<file path="src/rtl/seg7_decode_mon.sv">
// Seven-segment display monitor: samples multiplexed segment/digit lines,
// debounces each pattern and decodes the committed patterns into nibbles.
module seg7_decode_mon #(
    parameter int NDIG   = 4,
    parameter int STABLE = 4
) (
    input  logic              clk,
    input  logic              reset_n,
    input  logic [6:0]        seg_n,
    input  logic [NDIG-1:0]   dig_sel,
    input  logic              err_clr,
    output logic [4*NDIG-1:0] value,
    output logic [NDIG-1:0]   digit_valid,
    output logic              err,
    output logic              upd
);

    localparam int IW = (NDIG > 1) ? $clog2(NDIG) : 1;
    localparam logic [7:0] LAST = 8'(STABLE - 1);
    localparam logic [7:0] MAXC = 8'(STABLE);

    typedef enum logic {
        WAIT,
        HELD
    } state_t;

    state_t          state, state_nx;
    logic [7:0]      cnt, cnt_nx;
    logic [6:0]      sreg, sprev;
    logic [NDIG-1:0] dreg, dprev;
    logic            primed;
    logic            changed;
    logic            commit;
    logic [4:0]      dec;
    logic            blank;
    logic            onehot;
    logic            multi;
    logic [IW-1:0]   idx;
    logic [3:0]      cur;

    function automatic logic [4:0] dec7(input logic [6:0] s);
        logic [4:0] r;
        case (s)
            7'h40:   r = 5'h10;
            7'h79:   r = 5'h11;
            7'h24:   r = 5'h12;
            7'h30:   r = 5'h13;
            7'h19:   r = 5'h14;
            7'h12:   r = 5'h15;
            7'h02:   r = 5'h16;
            7'h78:   r = 5'h17;
            7'h00:   r = 5'h18;
            7'h18:   r = 5'h19;
            7'h08:   r = 5'h1A;
            7'h03:   r = 5'h1B;
            7'h46:   r = 5'h1C;
            7'h21:   r = 5'h1D;
            7'h06:   r = 5'h1E;
            7'h0E:   r = 5'h1F;
            default: r = 5'h00;
        endcase
        return r;
    endfunction

    // primed holds off the first compare so a freshly released block
    // always needs STABLE+1 edges before its first commit
    always_ff @(posedge clk or negedge reset_n) begin
        if (!reset_n) begin
            sreg   <= 7'h7F;
            dreg   <= '0;
            sprev  <= 7'h7F;
            dprev  <= '0;
            primed <= 1'b0;
        end else begin
            sreg   <= seg_n;
            dreg   <= dig_sel;
            sprev  <= sreg;
            dprev  <= dreg;
            primed <= 1'b1;
        end
    end

    assign changed = primed && ({sreg, dreg} != {sprev, dprev});

    always_ff @(posedge clk or negedge reset_n) begin
        if (!reset_n) begin
            state <= WAIT;
            cnt   <= '0;
        end else begin
            state <= state_nx;
            cnt   <= cnt_nx;
        end
    end

    always_comb begin
        state_nx = state;
        cnt_nx   = cnt;
        commit   = 1'b0;
        if (!primed) begin
            cnt_nx = '0;
        end else if (changed) begin
            state_nx = WAIT;
            cnt_nx   = 8'd1;
        end else if (state == WAIT) begin
            if (cnt < MAXC) begin
                cnt_nx = cnt + 8'd1;
            end
            if (cnt == LAST) begin
                commit   = 1'b1;
                state_nx = HELD;
            end
        end
    end

    always_comb begin
        idx = '0;
        for (int i = 0; i < NDIG; i++) begin
            if (dreg[i]) begin
                idx = i[IW-1:0];
            end
        end
    end

    assign dec    = dec7(sreg);
    assign blank  = (sreg == 7'h7F);
    assign onehot = (dreg != '0) && ((dreg & (dreg - 1'b1)) == '0);
    assign multi  = (dreg != '0) && !onehot;
    assign cur    = value[{idx, 2'b00} +: 4];

    always_ff @(posedge clk or negedge reset_n) begin
        if (!reset_n) begin
            value       <= '0;
            digit_valid <= '0;
            err         <= 1'b0;
            upd         <= 1'b0;
        end else begin
            upd <= 1'b0;
            err <= (err & ~err_clr)
                 | (commit & ((onehot & ~dec[4] & ~blank) | multi));
            if (commit && onehot) begin
                if (dec[4]) begin
                    value[{idx, 2'b00} +: 4] <= dec[3:0];
                    digit_valid[idx]         <= 1'b1;
                    upd <= (cur != dec[3:0]) || !digit_valid[idx];
                end else if (blank) begin
                    digit_valid[idx] <= 1'b0;
                    upd              <= digit_valid[idx];
                end else begin
                    digit_valid[idx] <= 1'b0;
                end
            end
        end
    end

endmodule

</file>
<file path="config.mk">
export PLATFORM = sky130hd
export DESIGN_NAME = seg7_decode_mon
export DESIGN_NICKNAME = d
export VERILOG_FILES = /design/src/rtl/seg7_decode_mon.sv
export SDC_FILE = /design/constraint.sdc
export NUM_CORES = 1
export LEC_CHECK = 0
export ABC_AREA = 0
export CORE_MARGIN = 5
export CORE_UTILIZATION = 60
export DETAILED_ROUTE_END_ITERATION = 8
export DONT_BUFFER_PORTS = 1
export PLACE_DENSITY = 0.76
export SYNTH_ARGS = -nofsm -noshare
export SYNTH_HDL_FRONTEND = slang
export SYNTH_SLANG_ARGS = --single-unit
</file>
<file path="constraint.sdc">
create_clock -name clk -period 2.79 [get_ports clk]
set_clock_uncertainty 0.15 [all_clocks]
set_input_delay 0.558 -clock clk [delete_from_list [all_inputs] [get_ports clk]]
set_output_delay 0.558 -clock clk [all_outputs]
set_load 0.005 [all_outputs]
</file>
-- Word-level counts from Yosys, hierarchy flattened
Index checks and enable logic that the tools add are counted.
Widths: inputs -> output; s select.
- $add $sub $neg: 3
- $lt $le $gt $ge: 3
- eq/ne operators: 21
- shift operators: 3
- mux-type cells: 23
- bitwise gates (word level): 13
- reduce and logical (&&, ||, !) cells: 13
- operators by type and width (cell ; number):
    $pmux 5 s16 ; 1
    $eq 7x7->1 const B ; 5
    $mux 8 ; 4
    $eq 7x5->1 const B ; 3
    $eq 7x6->1 const B ; 3
    $bwmux 16 ; 1
    $shift 4x6->16 const A ; 1
    $shiftx 16x5->4 ; 1
    $shiftx 4x6->16 ; 1
    $eq 7x2->1 const B ; 2
    $eq 7x4->1 const B ; 2
    $mux 1 ; 12
    $ne 11x11->1 ; 1
    $add 8x1->8 const B ; 1
    $and 4x4->4 ; 2
    $eq 8x2->1 const B ; 1
    $lt 8x3->1 const B ; 1
    $eq 7x3->1 const B ; 1
    $logic_not 7->1 ; 1
    $neg 4->6 ; 1
    $logic_and 1x1->1 ; 5
    $and 1x1->1 ; 4
    $logic_not 4->1 ; 1
    $mux 2 ; 2
    17 further kinds ; 22
- bits in registers: 54
- bits of input ports: 14
- output and inout bits: 22
- logic and storage cells: 90

-- Depth between registers and ports, before layout
Gate-level depths: netlist of run 1.
- depth after elaboration: 10
- gate-level depth with buffers: 8
- depth with buffers taken out: 6

-- Least setup slack after synthesis of run 1
OpenSTA, ideal clock, no wires.
- kind: reg2reg
- start point: reg sreg[0]
- end point: reg value[4]
- data arrival time: 2102 ps
- slack: 414 ps
- cell stages (with the launch flop): 9
- buffers on the path: 2
- clock period less this slack: 2376 ps
- cells stage by stage: dfstp_2 buf_2 clkbuf_1 nor3b_1 o211ai_1 nand3_2 nand4b_4 nand4_2 mux2_2
- cells in the longest elaborated chain, start to end: 6
- elaborated cells between the ends (all ways): 25
- those cells by class: eq/ne (16); shift (1); mux (4); reduce/logical (4)
- RTL lines (item ; RTL line ; RTL):
    start: declaration ; 29 ; logic [6:0] sreg, sprev;
    start signal: assignment ; 75 ; sreg <= seg_n;
    branches (longest 6 deep; another with $pmux 5 s16) ; n/a ;
    end signal: indexed assignment ; 142 ; value[{idx, 2'b00} +: 4] <= dec[3:0];
    end: declaration ; 12 ; output logic [4*NDIG-1:0] value,
Parallel ways; which one is timed is not known.
A chain may end at the register's enable or synchronous reset.

-- Worst setup path after layout of run 1
- start point: reg sreg[3]
- end point: reg upd
- cells in the longest elaborated chain, start to end: 6
- elaborated cells between the ends (all ways): 28
- those cells by class: eq/ne (18); mux (6); reduce/logical (4)
- RTL lines (item ; RTL line ; RTL):
    $eq 7x4->1, or another cell as far along ; 43 ; case (s)
    $pmux 5 s16 / $logic_and 1x1->1 (equally long branches) ; 43, 83 ;
    $ne 4x4->1 / $mux 1 (equally long branches) ; 144, 101 ;
    $logic_or 1x1->1 / $mux 1 (equally long branches) ; 144, 99 ;
    $mux 1 / $logic_and 1x1->1 (equally long branches) ; 141, 140 ;
    $mux 1 * ; 140 ; if (commit && onehot) begin
    end signal: assignment ; 144 ; upd <= (cur != dec[3:0]) || !digit_valid[idx];
    end signal: assignment ; 147 ; upd <= digit_valid[idx];
    end: declaration ; 15 ; output logic upd
Mark *: on every way between the ends. The rest lies on a longest branch, timed or not.

==> results.yml, run 1 <==
detailed_routing:
  dr.pass1.iters: 4
  routedWlPerCell_um: 17.8
  drt-total-wl_um: 5280
  vias: 1814
  drt_iter0_drc: 93
  ant_nets: 0
  viasPerCell: 6.11
  drc: 0
synthesis:
  ys_seq_area_frac: 0.502
  synthCells: 240
  ys_types: 59
  synth_flop_cell: "dfrtp_1"
  synth_area_per_cell_um2: 11.4
  synthTopCellsByArea: "dfrtp_1 37%, dfstp_2 13%, xor2_1 5.5%"
  synth_area_um2: 2730
  synth.largest_area_cell: "dfrtp_1"
  synth_most_common_cell: "dfrtp_1"
  synth_nets: 255
  synthTopCellsByCount: "40 x dfrtp_1, 17 x xor2_1, 14 x dfstp_2, 14 x nand2_1, 12 x nor2_1"
  yosys_warnings: 0
  async_flop_share: 1.00
  synth_top_area_frac: 0.367
  ys_ff_latch: 54
  synth-edff-count: 0
worst_setup_path:
  endpoint_kind: "flip-flop"
  worstPathArrival_ps: 2640
  cp_slowest_cell: "dfstp_2"
  start_kind: "flip-flop"
  cp_num_buf_inv: 0
  slowest_delay_ps: 720
  path_cells: "or3b_2 > a21oi_1 > o21ai_0 > and4_2 > o2111a_1 > a311oi_1"
  path_class: "flip-flop to flip-flop"
  path_max_fanout: 18
  critical_path_required_ps: 2840
  cp_top_family: "compound AO/OA/AOI/OAI gates"
floorplanning:
  die_w_um: 77.4
  initial_core_util: 0.622
  die_area_um2: 6000
  rows: 24
  core_um2: 4380
  chipHeight_um: 77.4
  io_pins: 36
timing:
  maxClockFrequency_ghz: 0.386
  fin_crit_sh: 0.927
  finalHoldViolations: 0
  finalSetupViolations: 0
  final_max_slew_viol_count: 0
  setup_tns_ps: 0
  relSlewSlack: 0.618
  min_period_ps: 2590
  holdWs_ps: 91.3
  worstMarginPinSlew_ps: 567
  rsz0062_at_grt: "false"
cells_and_area:
  fin_nets: 259
  fill_cells: 321
  final_area_um2: 2940
  n_antenna_cell: 0
  regArea_um2: 1370
  final_layout_size_suffix_gt1_frac: 0.253
  multiInputGateArea_um2: 1240
  areaGrowthSynthToFinish_pct: 7.57
power:
  combPwrFrac: 0.078
  net-switching-power_mw: 0.335
  p_leak_nw: 1.30
  p_clk_frac: 0.348
  switching_share: 0.230
  powerDensity_nw_per_um2: 496
  seq_power_share: 0.574
  peakVddDrop_uv: 366
  internal_power_mw: 1.12
status:
  status: "finished, final reports clean"
placed_design:
  place_congestion: 0.812
  numPortBuffers: 0
  hpwl_um: 3840
  placed_area_um2: 2780
global_routing:
  antenna_found_initial: 0
  grt_max_degree: 55
  grt_pass1_wl_um: 9420
  grt_use_total: 0.195
  grt.overflow.total: 0
  grt_pass1_vias: 1863
worst_hold_path:
  holdCritPathClass: "primary input to flip-flop"
clocking:
  cts_tree: "done"
  cts_root_buf: "clkbuf_8"
  clkSlewWorstSetupHoldPaths_ps: 90
  clock-sinks: 54
  clock_path_buffers: 2
  clkLatencyLatePin_ps: 310
  cts_htree_levels: 2
  cts_made_buffers: 5
  post_cts_buffers: 0
run:
  cap_violations: 0
-- cell families (layout without fill, tap and decap cells) --
logic type | Yosys count | count (layout) | synth area share
compound gates | 45 | 45 | 0.120
xor+xnor | 19 | 19 | 0.0610
fa+ha+maj | 1 | 1 | 0.00458
buf+inv | 22 | 27 | 0.0449
flops | 54 | 54 | 0.502
mux | 14 | 14 | 0.0564
other cells | 1 | 1 | 0.00137
simple gates | 84 | 84 | 0.210
-- final cells by class --
type	count	area share
clock inverter	3	0.0136
clock buffer	5	0.0234
inverter	5	0.00639
tap	52	0.0222
timing repair buffer	14	0.0435
multi-input combinational	164	0.423
sequential	54	0.468
-- registers in the layout (all words and copies together), names as in the netlist, named ones only --
| name | cells |
|---|---|
| sprev | 7 |
| cnt | 8 |
| err | 1 |
| value | 16 |
| dreg | 4 |
| dprev | 4 |
| upd | 1 |
| sreg | 7 |
| primed | 1 |
| state | 1 |
-- worst paths after layout --
kind | start | end | slack, ps | cells past startpoint
setup / recovery | sreg[3] | upd | 200 | 6
hold / removal | seg_n[3] | sreg[3] | 90 | 0
setup reg to reg | sreg[3] | upd | 200 | 6
hold reg to reg | sreg[1] | sprev[1] | 270 | 0
max in group asynchronous | reset_n | sprev[4] | 1600 | 2
min in group asynchronous | reset_n | cnt[6] | 610 | 2
-- cells in the final DEF (no fill, tap or decap), types with 3 or more instances in the layout --
cell type	instances
dfrtp_1	40
xor2_1	17
nand2_1	14
dfstp_2	13
nor2_1	12
buf_4	12
o21ai_0	11
a22o_1	10
mux2i_1	9
nand3_1	8
and2_1	6
a21oi_1	6
inv_1	5
clkbuf_8	5
nor3_1	4
nand2b_1	4
nor3_2	3
nor4_2	3
nor4_1	3
o21a_1	3
nand4_2	3
mux2_2	3
-- power by group through the flow --
| stage | registers (mW) | clock network (mW) | logic (mW) |
|---|---|---|---|
| after floorplan | 0.833 | 0 | 0.0918 |
| after global placement | 0.847 | 0 | 0.0903 |
| after detailed placement | 0.849 | 0 | 0.0925 |
| after CTS | 0.834 | 0.524 | 0.114 |
| after global routing | 0.840 | 0.562 | 0.129 |
| final | 0.835 | 0.507 | 0.113 |
-- repair_timing --
action                                  CTS  global route
hold buffers                              2             0
hold endpoints to repair                 54             0
endpoints found under the setup margin    0             4
gates resized for setup                   0             2
-- worst reg2reg max path: cells and delay by family, from the launching register on --
family | cells | cell delay [ps]
compound gates | 4 | 860
simple gates | 2 | 760
flops | 1 | 720
-- routing by layer --
layer | track usage | routed length, µm
met1 | 0.270 | 2450
met2 | 0.303 | 2460
met3 | 0.0475 | 244
met4 | 0.0670 | 122
met5 | 0 | 0
-- per-stage QoR --
stage / util / worst slack, ps / total power, mW / cells
floorplan: - / 414 / 0.925 / 240
global placement: 0.634 / 282 / 0.938 / 287
detailed placement: 0.634 / 192 / 0.942 / 287
CTS: 0.668 / 176 / 1.47 / 297
global route: 0.670 / 16.3 / 1.53 / 297
finish: 0.670 / 203 / 1.45 / 297
(Power assumes the default switching activity.)
==> run 2: changes to the inputs <==
--- a/config.mk
+++ b/config.mk
@@ -8,6 +8,7 @@
 export ABC_AREA = 0
 export CORE_MARGIN = 5
 export CORE_UTILIZATION = 60
+export CTS_BUF_LIST = sky130_fd_sc_hd__clkbuf_16
 export DETAILED_ROUTE_END_ITERATION = 8
 export DONT_BUFFER_PORTS = 1
 export PLACE_DENSITY = 0.76
==> run 2 against run 1 <==
Against the previous run: non-clock buffer count did not move; count of clock-buffer cells in the layout did not move; clock power up 35%; largest cell class unchanged; design area rose by 1.9%; global-route usage is essentially flat; die area unchanged; first-iteration DRC count is 22% higher; critical path type unchanged; total power increased by 12%; critical path depth stayed put.
==> results.yml, run 2 (synthesized netlist as in run 1, its figures left out) <==
placed_design:
  post-place-cells: 287
  place_congestion: 0.812
  hpwl_um: 3840
  numPortBuffers: 0
  post-place-ws_ps: 192
timing:
  worstMarginPinSlew_ps: 572
  finalSetupViolations: 0
  maxClockFrequency_ghz: 0.386
  finalHoldViolations: 0
  final_max_slew_viol_count: 0
  rsz0062_at_grt: "false"
  min_period_ps: 2590
  setup_tns_ps: 0
  relSlewSlack: 0.615
  fin_crit_sh: 0.929
  fin_ws_ps: 198
floorplanning:
  die_area_um2: 6000
  core_um2: 4380
  io_pins: 36
  rows: 24
  initial_core_util: 0.622
  chipHeight_um: 77.4
  die_w_um: 77.4
worst_setup_path:
  slowest_delay_ps: 720
  path_cells: "or3b_2 > a21oi_1 > o21ai_0 > and4_2 > o2111a_1 > a311oi_1"
  start_kind: "flip-flop"
  endpoint_kind: "flip-flop"
  reg2reg_slack_ps: 200
  critical_path_required_ps: 2830
  cp_top_family: "compound AO/OA/AOI/OAI gates"
  reg2reg_depth: 6
  cp_num_buf_inv: 0
  cp_slowest_cell: "dfstp_2"
  worstPathArrival_ps: 2630
  worst_r2r_startpoint: "sreg[3]"
  path_max_fanout: 18
  path_class: "flip-flop to flip-flop"
  r2r-end: "upd"
cells_and_area:
  final_cell_mix: "40 x dfrtp_1, 17 x xor2_1, 14 x nand2_1"
  final_common_cell: "dfrtp_1"
  regMostFlops: "value"
  largest_registers: "value: 16 flops, cnt: 8 flops"
  fin_nets: 259
  final_layout_size_suffix_gt1_frac: 0.253
  fill_cells: 315
  stdcell_count: 297
  areaGrowthSynthToFinish_pct: 9.63
  n_antenna_cell: 0
  largest_reg_flops: 16
clocking:
  clkLatencyLatePin_ps: 290
  clock-sinks: 54
  cts_root_buf: "clkbuf_16"
  cts_tree: "done"
  clkSlewWorstSetupHoldPaths_ps: 70
  post_cts_buffers: 0
  clock_path_buffers: 2
  cts_made_buffers: 5
  cts_htree_levels: 2
detailed_routing:
  viasPerCell: 6.14
  routedWlPerCell_um: 18.0
  drt-total-wl_um: 5330
  ant_nets: 0
  dr.pass1.iters: 4
  drc: 0
  drt_iter0_drc: 113
  vias: 1825
worst_hold_path:
  hold_path_depth: 0
  min_from: "seg_n[3]"
  holdPathEnd: "sreg[3]"
  holdCritPathClass: "primary input to flip-flop"
global_routing:
  grt.overflow.total: 0
  antenna_found_initial: 0
  grt_max_degree: 55
  grt_use_total: 0.196
  grt_pass1_wl_um: 9440
  grt_pass1_vias: 1857
power:
  p_leak_nw: 1.33
  peakVddDrop_uv: 331
  powerDensity_nw_per_um2: 546
status:
  status: "finished, final reports clean"
run:
  cap_violations: 0
[run 2: final cells by class]
cell class	instances	area (µm²)	share of cell area
flip-flops and latches	54	1370	0.459
repair buffers	14	128	0.0427
well taps	52	65.1	0.0217
clock inverters	3	40.0	0.0134
clock buffers	5	125	0.0418
multi-input cells	164	1240	0.415
inverters	5	18.8	0.00627
[run 2: repair_timing]
item | 4_1_cts | 5_1_grt
setup endpoints to repair | 0 | 3
endpoints found under the hold margin | 54 | 0
resized for setup | 0 | 2
hold buffers | 2 | 0
[run 2: routing by layer]
layer	GRT usage	vias up	share of wire	routed length [µm]
li1	-	873	-	-
met1	0.271	892	0.45	2420
met2	0.302	48	0.47	2510
met3	0.0370	12	0.051	274
met4	0.0842	0	0.023	122
met5	0	-	0	0
[run 2: worst max path at each step]
stage,startpoint,to,slack (ps),cells past startpoint
after floorplan,sreg[0],value[4],410,8
after global placement,sreg[0],value[0],280,6
after detailed placement,sreg[0],value[5],190,6
after CTS,sreg[0],value[5],180,6
after global routing,sreg[4],value[5],30,7
final,sreg[3],upd,200,6
[run 2: power by group]
group	internal [mW]	switching [mW]
registers	0.810	0.0256
logic	0.0461	0.0673
clock network	0.420	0.264
[run 2: metrics by stage]
step | utilization | cell area [µm²] | hold WS (ps) | power [mW]
after floorplan | - | 2730 | 112 | 0.925
after global placement | 0.634 | 2780 | 114 | 0.938
after detailed placement | 0.634 | 2780 | 114 | 0.942
after CTS | 0.680 | 2980 | 107 | 1.65
after global routing | 0.682 | 2990 | 98.9 | 1.71
final | 0.682 | 2990 | 111 | 1.63
